===== src/rtl/mult_issue_ctrl.sv =====
// mult_issue_ctrl: operand sequencer in front of a fixed-latency signed multiplier.
// Queues operand pairs from a valid/ready source, issues them one at a time on
// mlier/mcand/start, waits for the multiplier's valid (or a timeout), and hands
// each product to a valid/ready consumer.
// Ports:
//   clock, reset            clock and synchronous active-low reset
//   in_valid/in_ready/in_a/in_b   operand pair input handshake
//   mlier/mcand/start       registered drive to the multiplier
//   valid/prodt             multiplier result (valid may be a level or a pulse)
//   out_valid/out_ready/out_prod/out_err   result output handshake
//   busy                    operation in flight or operands queued
module mult_issue_ctrl #(
   parameter int unsigned WIDTH      = 32,
   parameter int unsigned FIFO_DEPTH = 4,
   parameter int unsigned TIMEOUT    = 40
) (
   input  logic               clock,
   input  logic               reset,
   input  logic               in_valid,
   output logic               in_ready,
   input  logic [WIDTH-1:0]   in_a,
   input  logic [WIDTH-1:0]   in_b,
   output logic [WIDTH-1:0]   mlier,
   output logic [WIDTH-1:0]   mcand,
   output logic               start,
   input  logic               valid,
   input  logic [2*WIDTH-1:0] prodt,
   output logic               out_valid,
   input  logic               out_ready,
   output logic [2*WIDTH-1:0] out_prod,
   output logic               out_err,
   output logic               busy
);

   localparam int unsigned PW     = 2 * WIDTH;
   localparam int unsigned PTR_W  = $clog2(FIFO_DEPTH);
   localparam int unsigned CNT_W  = $clog2(FIFO_DEPTH + 1);
   localparam int unsigned TCNT_W = $clog2(TIMEOUT);

   typedef enum logic [1:0] {
      ST_IDLE,
      ST_ISSUE,
      ST_DRAIN,
      ST_GAP
   } state_t;

   state_t              state_q, state_d;
   logic [WIDTH-1:0]    fifo_a_q [FIFO_DEPTH];
   logic [WIDTH-1:0]    fifo_a_d [FIFO_DEPTH];
   logic [WIDTH-1:0]    fifo_b_q [FIFO_DEPTH];
   logic [WIDTH-1:0]    fifo_b_d [FIFO_DEPTH];
   logic [PTR_W-1:0]    wr_ptr_q, wr_ptr_d;
   logic [PTR_W-1:0]    rd_ptr_q, rd_ptr_d;
   logic [CNT_W-1:0]    count_q, count_d;
   logic [TCNT_W-1:0]   tcnt_q, tcnt_d;
   logic                valid_q;
   logic [WIDTH-1:0]    mlier_q, mlier_d;
   logic [WIDTH-1:0]    mcand_q, mcand_d;
   logic                start_q, start_d;
   logic                out_valid_q, out_valid_d;
   logic [PW-1:0]       out_prod_q, out_prod_d;
   logic                out_err_q, out_err_d;
   logic                in_ready_q, in_ready_d;
   logic                busy_q, busy_d;
   logic                push;
   logic                pop;
   logic                vld_rise;

   // A held valid level counts once: only its rising edge completes an op.
   assign vld_rise = valid & ~valid_q;
   assign push     = in_valid & in_ready_q;
   assign pop      = (state_q == ST_IDLE) && (count_q != '0);

   // Operand FIFO bookkeeping; push and pop may coincide.
   always_comb begin
      fifo_a_d = fifo_a_q;
      fifo_b_d = fifo_b_q;
      if (push) begin
         fifo_a_d[wr_ptr_q] = in_a;
         fifo_b_d[wr_ptr_q] = in_b;
      end
      wr_ptr_d = wr_ptr_q + PTR_W'(push);
      rd_ptr_d = rd_ptr_q + PTR_W'(pop);
      count_d  = count_q + CNT_W'(push) - CNT_W'(pop);
   end

   // Issue FSM: next state and registered multiplier/result outputs.
   always_comb begin
      state_d     = state_q;
      mlier_d     = mlier_q;
      mcand_d     = mcand_q;
      start_d     = start_q;
      tcnt_d      = tcnt_q;
      out_valid_d = out_valid_q;
      out_prod_d  = out_prod_q;
      out_err_d   = out_err_q;
      unique case (state_q)
         ST_IDLE: begin
            if (count_q != '0) begin
               mlier_d = fifo_a_q[rd_ptr_q];
               mcand_d = fifo_b_q[rd_ptr_q];
               start_d = 1'b1;
               tcnt_d  = '0;
               state_d = ST_ISSUE;
            end
         end
         ST_ISSUE: begin
            tcnt_d = tcnt_q + TCNT_W'(1);
            // A result arriving on the timeout cycle still counts as good.
            if (vld_rise) begin
               out_prod_d  = prodt;
               out_err_d   = 1'b0;
               out_valid_d = 1'b1;
               start_d     = 1'b0;
               state_d     = ST_DRAIN;
            end else if (tcnt_q == TCNT_W'(TIMEOUT - 1)) begin
               out_prod_d  = '0;
               out_err_d   = 1'b1;
               out_valid_d = 1'b1;
               start_d     = 1'b0;
               state_d     = ST_DRAIN;
            end
         end
         ST_DRAIN: begin
            if (out_ready) begin
               out_valid_d = 1'b0;
               state_d     = ST_GAP;
            end
         end
         ST_GAP: begin
            state_d = ST_IDLE;
         end
         default: begin
            state_d = ST_IDLE;
         end
      endcase
      in_ready_d = (count_d != CNT_W'(FIFO_DEPTH));
      busy_d     = (state_d != ST_IDLE) || (count_d != '0);
   end

   // Control and output registers.
   always_ff @(posedge clock) begin
      if (!reset) begin
         state_q     <= ST_IDLE;
         wr_ptr_q    <= '0;
         rd_ptr_q    <= '0;
         count_q     <= '0;
         tcnt_q      <= '0;
         valid_q     <= 1'b0;
         mlier_q     <= '0;
         mcand_q     <= '0;
         start_q     <= 1'b0;
         out_valid_q <= 1'b0;
         out_prod_q  <= '0;
         out_err_q   <= 1'b0;
         in_ready_q  <= 1'b1;
         busy_q      <= 1'b0;
      end else begin
         state_q     <= state_d;
         wr_ptr_q    <= wr_ptr_d;
         rd_ptr_q    <= rd_ptr_d;
         count_q     <= count_d;
         tcnt_q      <= tcnt_d;
         valid_q     <= valid;
         mlier_q     <= mlier_d;
         mcand_q     <= mcand_d;
         start_q     <= start_d;
         out_valid_q <= out_valid_d;
         out_prod_q  <= out_prod_d;
         out_err_q   <= out_err_d;
         in_ready_q  <= in_ready_d;
         busy_q      <= busy_d;
      end
   end

   // FIFO storage needs no reset: entries are only read after being written.
   always_ff @(posedge clock) begin
      fifo_a_q <= fifo_a_d;
      fifo_b_q <= fifo_b_d;
   end

   assign in_ready  = in_ready_q;
   assign mlier     = mlier_q;
   assign mcand     = mcand_q;
   assign start     = start_q;
   assign out_valid = out_valid_q;
   assign out_prod  = out_prod_q;
   assign out_err   = out_err_q;
   assign busy      = busy_q;

endmodule


===== config.mk =====
export PLATFORM = sky130hd
export DESIGN_NAME = mult_issue_ctrl
export DESIGN_NICKNAME = d
export VERILOG_FILES = /design/src/rtl/mult_issue_ctrl.sv
export SDC_FILE = /design/constraint.sdc
export NUM_CORES = 1
export LEC_CHECK = 0
export ABC_AREA = 1
export CORE_ASPECT_RATIO = 1.25
export CORE_MARGIN = 2
export CORE_UTILIZATION = 47
export CTS_CLUSTER_SIZE = 14
export DETAILED_ROUTE_END_ITERATION = 12
export GPL_TIMING_DRIVEN = 0
export PLACE_DENSITY = 0.79
export SLEW_MARGIN = 20
export SYNTH_ARGS = -nofsm -noshare
export SYNTH_HDL_FRONTEND = slang
export SYNTH_SLANG_ARGS = --single-unit

===== constraint.sdc =====
create_clock -name clock -period 5.91 [get_ports clock]
set_clock_uncertainty 0.1 [all_clocks]
set_input_delay 0.591 -clock clock [delete_from_list [all_inputs] [get_ports clock]]
set_output_delay 0.591 -clock clock [all_outputs]
set_load 0.01 [all_outputs]

== After elaboration in Yosys (flattened, before gate mapping) ==
Cells that the tools add are included.

* Shift operators: 0
* Multiplexer cells: 28
* Bitwise logic cells: 5
* Add/subtract/negate cells: 5
* Reductions and logical operators: 15
* Magnitude comparators: 3
* Equal/unequal tests: 8
* $mul: 0
* Divide/modulo/power cells: 0

{| class="wikitable"
|+ Operator list
! operator !! count
|-
| $bwmux W128 || 2
|-
| $mux W32 || 5
|-
| $bmux W32 S2 || 2
|-
| $mux W64 || 2
|-
| $demux W32 S2 || 1
|-
| $pmux W6 S2 || 1
|-
| $mux W2 || 4
|-
| $pmux W2 S4 || 1
|-
| $reduce_bool A2 Y1 || 4
|-
| $mux W1 || 7
|-
| $add A6 B1 Y6 const B || 1
|-
| $eq A6 B6 Y1 const B || 1
|-
| $ge A3 B3 Y1 const B || 2
|-
| $mux W6 || 1
|-
| $ne A3 B3 Y1 const B || 2
|-
| $not A2 Y3 || 2
|-
| $reduce_and A2 Y1 || 3
|-
| $reduce_and A3 Y1 || 2
|-
| $reduce_bool A3 Y1 || 2
|-
| $add A2 B1 Y2 || 2
|-
| $eq A2 B2 Y1 const B || 2
|-
| $pmux W1 S2 || 2
|-
| $add A3 B1 Y3 || 1
|-
| $lt A3 B1 Y1 const B || 1
|-
| other kinds (9) || 11
|}

* Word-level logic and storage cells: 86
* RAM bits: 0
* Register bits: 405
* Bits in latches: 0
* Output and inout port bits: 133
* Memories kept: 0
* ROM bits: 0

== Logic depth before layout (Yosys ltp) ==
* Depth in word-level cells: 6
* Depth in mapped cells: 16

== Worst setup path after synthesis ==
Ideal clock, no wire load.

* Path type: input -> register
* From: input port in_valid
* To: register fifo_a_q[100] (netlist bit) (enable)
* Stages: 2
* Slack: 0.182 ns
* Required time: 5.245 ns
* Setup time: 0.565 ns
* Arrival: 5.063 ns
* Cells stage by stage: nand2_1 nor3_1

* Cells in the longest elaborated chain, start to end: 1

{| class="wikitable"
|+ RTL lines
! what !! line !! RTL
|-
| start, declared || 19 || <nowiki>input logic in_valid,</nowiki>
|-
| $and A1 B1 Y1 || 71 || <nowiki>assign push = in_valid & in_ready_q;</nowiki>
|-
| end signal, assigned || 178 || <nowiki>fifo_a_q <= fifo_a_d;</nowiki>
|-
| end, declared || 48 || <nowiki>logic [WIDTH-1:0] fifo_a_q [FIFO_DEPTH];</nowiki>
|}

No other way between the ends.
A chain may end at the register's enable or synchronous reset.

== Worst setup path after layout ==
* From: register state_q[1]
* To: register busy_q (netlist: busy)

* Cells in the longest elaborated chain, start to end: 5
* Elaborated cells on any way between the ends: 14

{| class="wikitable"
|+ RTL lines
! what !! line !! RTL
|-
| start, declared || 47 || <nowiki>state_t state_q, state_d;</nowiki>
|-
| start signal, assigned || 159 || <nowiki>state_q <= state_d;</nowiki>
|-
| $logic_not A2 Y1 || 72 || <nowiki>assign pop = (state_q == ST_IDLE) && (count_q != '0);</nowiki>
|-
| $logic_and A1 B1 Y1 || 72 ||
|-
| $sub A3 B1 Y3 || 84 || <nowiki>count_d = count_q + CNT_W'(push) - CNT_W'(pop);</nowiki>
|-
| via count_d[1] || 54 || <nowiki>logic [CNT_W-1:0] count_q, count_d;</nowiki>
|-
| $reduce_bool A3 Y1 || 138 || <nowiki>busy_d = (state_d != ST_IDLE) || (count_d != '0);</nowiki>
|-
| $logic_or A1 B1 Y1 || 138 ||
|-
| end signal, assigned || 172 || <nowiki>busy_q <= busy_d;</nowiki>
|-
| end, declared || 64 || <nowiki>logic busy_q, busy_d;</nowiki>
|}

The timed path passes the listed nets, and every way through them passes these cells.

==> impl_results.md <==
- Outcome: complete, no violations
- Synthesized instance count: 1313
- P_leak: 6.92 nW
- Number of port buffers: 265
- Vias in the first global route: 11564
- Synth Net Count: 1450
- F_max: 365 MHz
- Post-CTS setup repair buffer count: 0
- Most used cell, CP: nand2_1
- DRC: 0
- Initial core utilization: 47.4%
- Nets: 1793
- Vias per inst: 5.47
- Global-route wire length before repair: 62000 µm
- Drt wl/cell: 19.5 µm
- Required time of the critical path: 6.21 ns
- YS warnings: 0
- Max Buffers Root-to-Sink: 3
- Initial antenna violation count: 4
- Final setup TNS: 0 ns
- CTS tree: done
- PD cells: 484 mW/mm²
- Fin crit share: 46.4%
- Crit-path cells: nor2_2 -> nand2_4 -> inv_2 -> buf_2 -> nand2_1 -> nand2_1 -> ha_1 -> fa_1 -> nor2_1 -> inv_1 -> o21bai_1 -> nand3_1
- Worst Tran Pin Value: 0.826 ns
- GRT Resource Usage Total: 24.0%
- Overflow after GRT: 0
- Final WL: 41000 µm
- Synth cell types: 29
- TritonCTS buffer count: 40
- Reg clk slew, reported paths: 0.06 ns
- Clock Sinks: 405
- Fin crit period: 2.74 ns
- Crit-path slowest cell: fa_1
- RSZ-0062 raised after global routing: false
- Post_cts resized: 0
- Root Driver: clkbuf_16
- Placeable Area: 0.0316 mm²
- Avg Synthesized Cell Area: 11.4 µm²
- Fraction of layout cells with a size suffix above 1: 11.3%
- Final setup viols: 0
- Max H-tree Level: 2
- Vias: 11479
- Register area share after synthesis: 71.2%
- Rows: 73
- CP Launch Type: flip-flop
- DRT iter0 DRCs: 1054
- HPWL after detailed placement: 28400 µm
- Crit-path max FO: 10
- Post-Syn Area: 0.0150 mm²
- Die width: 164 µm
- Synthesis-stage register bit count: 405
- Fin. Hold Viols: 0
- Die area: 0.0334 mm²
- IO Count: 266
- Max incr delay on CP: 0.43 ns
- Gp weighted congestion: 0.865
- Crit path arrival time: 3.04 ns
- Max VDD drop: 0.345 mV
- Largest net degree at the start of global routing: 16
- MaxCap Viol Count: 0
- Clk_lat worst skew: 0.55 ns
- Min-delay worst type: flip-flop to flip-flop
- CP endpoint kind: flip-flop
- # diodes: 0
- Fin. max-slew vios: 0
- Area growth from synthesis to layout: 32.1%
- Hold-fix buffers, CTS: 0
- Chip Height: 204 µm
- CP Class: flip-flop to flip-flop
- Worst slew margin: 44.6%
- Fin util: 62.7%
- Router iterations before antenna repair: 5
- Final antenna-violating net count: 0
## report_power, final
part | leakage [nW] | internal (W) | switching (W)
clock network | 0.657 | 0.00149 | 0.00103
logic | 2.69 | 0.00126 | 0.00196
registers | 3.57 | 0.00361 | 0.000241
total | 6.92 | 0.00635 | 0.00323
## Yosys cell counts
cell        n  area [µm²]
o21ai_0   160         801
xnor2_1     1        8.76
o21bai_1    1        7.51
buf_1       5        18.8
nor2_4      1        11.3
nor2_2      1        6.26
nor3_1      6        30.0
buf_4       6        45.0
buf_6       7        78.8
a21oi_1    56         280
inv_2       5        18.8
fa_1        1        20.0
nand4_1     2        12.5
a21oi_2    20         175
edfxtp_1  256        7690
dfxtp_1   149        2980
inv_1      20        75.1
nand2_1    76         285
nand2_2    21         131
nand3_1    76         380
nor2_1    264         991
clkbuf_1   49         184
buf_2      24         120
clkbuf_2    1        5.00
nand2_4     1        11.3
xor2_1      1        8.76
ha_1        3        37.5
o21ai_1    36         180
o22ai_1    64         400
## layout make-up
type | count | area [µm²]
Inverter | 25 | 93.8
Timing Repair Buffer | 301 | 2960
Clock buffer | 61 | 1200
Multi-Input combinational cell | 791 | 3800
Fill cell | 2446 | 11800
Clock inverter | 13 | 124
Tap cell | 412 | 515
Buffer | 92 | 452
Sequential cell | 405 | 10700
## worst paths after layout
check | depth (start not counted) | slack, ns | start | endpoint
worst max-delay path | 12 | 3.17 | state_q[1] | busy
worst min-delay path | 2 | 0.38 | out_prod[2] | out_prod[2]
worst max register to register | 12 | 3.17 | state_q[1] | busy
worst min register to register | 2 | 0.38 | out_prod[2] | out_prod[2]
## registers in the layout, indices dropped and copies added (netlist names), 2 cells and up
name	count
wr_ptr_q	2
fifo_b_q	128
mcand	32
tcnt_q	6
mlier	32
count_q	3
state_q	2
out_prod	64
fifo_a_q	128
rd_ptr_q	2
## metal layers
metal / part of all wire [%] / GRT usage, % / vias to the layer above / wire length, µm
met3: 8.7 / 6.35 / 118 / 3590
met1: 37 / 26.6 / 5479 / 15000
met5: 0.073 / 0 / - / 30
met2: 50 / 42.8 / 552 / 20600
met4: 4.3 / 11.3 / 4 / 1750
li1: - / - / 5326 / -
## cells in the final DEF, fill, tap and decap left out, types with 56 or more instances in the layout
cell,netlist,final
o22ai_1,64,64
a21oi_1,56,56
clkbuf_1,49,58
edfxtp_1,256,256
nand2_1,76,76
nand3_1,76,76
nor2_1,264,264
dfxtp_1,149,149
clkdlybuf4s50_1,0,265
o21ai_0,160,160
## metrics by stage
step / worst slack (ns) / area (µm²) / cells / hold slack (ns) / total power, W
final: 3.17 / 19800 / 2100 / 0.381 / 0.00959
after global routing: 2.92 / 19800 / 2100 / 0.400 / 0.0101
after CTS: 3.09 / 19800 / 2100 / 0.380 / 0.00963
after detailed placement: 2.61 / 18500 / 2026 / 0.372 / 0.00709
after global placement: -3.76 / 18200 / 1990 / 0.364 / 0.00697
after floorplan: 0.182 / 15000 / 1313 / 0.353 / 0.00559
## logic make-up after synthesis
logic type / count (synthesis) / share of synthesized area, %
DFF: 405 / 71.2
adders and majority gates: 4 / 0.384
AOI/OAI and AO/OA: 337 / 12.3
buffers and inverters: 117 / 3.64
xor gates and xnor gates: 2 / 0.117
and+or+nand+nor: 448 / 12.4
## worst max-delay path: cells and delay by family (launching register included)
family,cells,cell delay [ns]
AND/OR/NAND/NOR,6,0.84
adder cells (fa/ha/maj),2,0.59
buffers and inverters,3,0.56
flip-flops,1,0.37
AO/OA/AOI/OAI,1,0.13
Note: power is estimated with default switching activity, not from simulation.
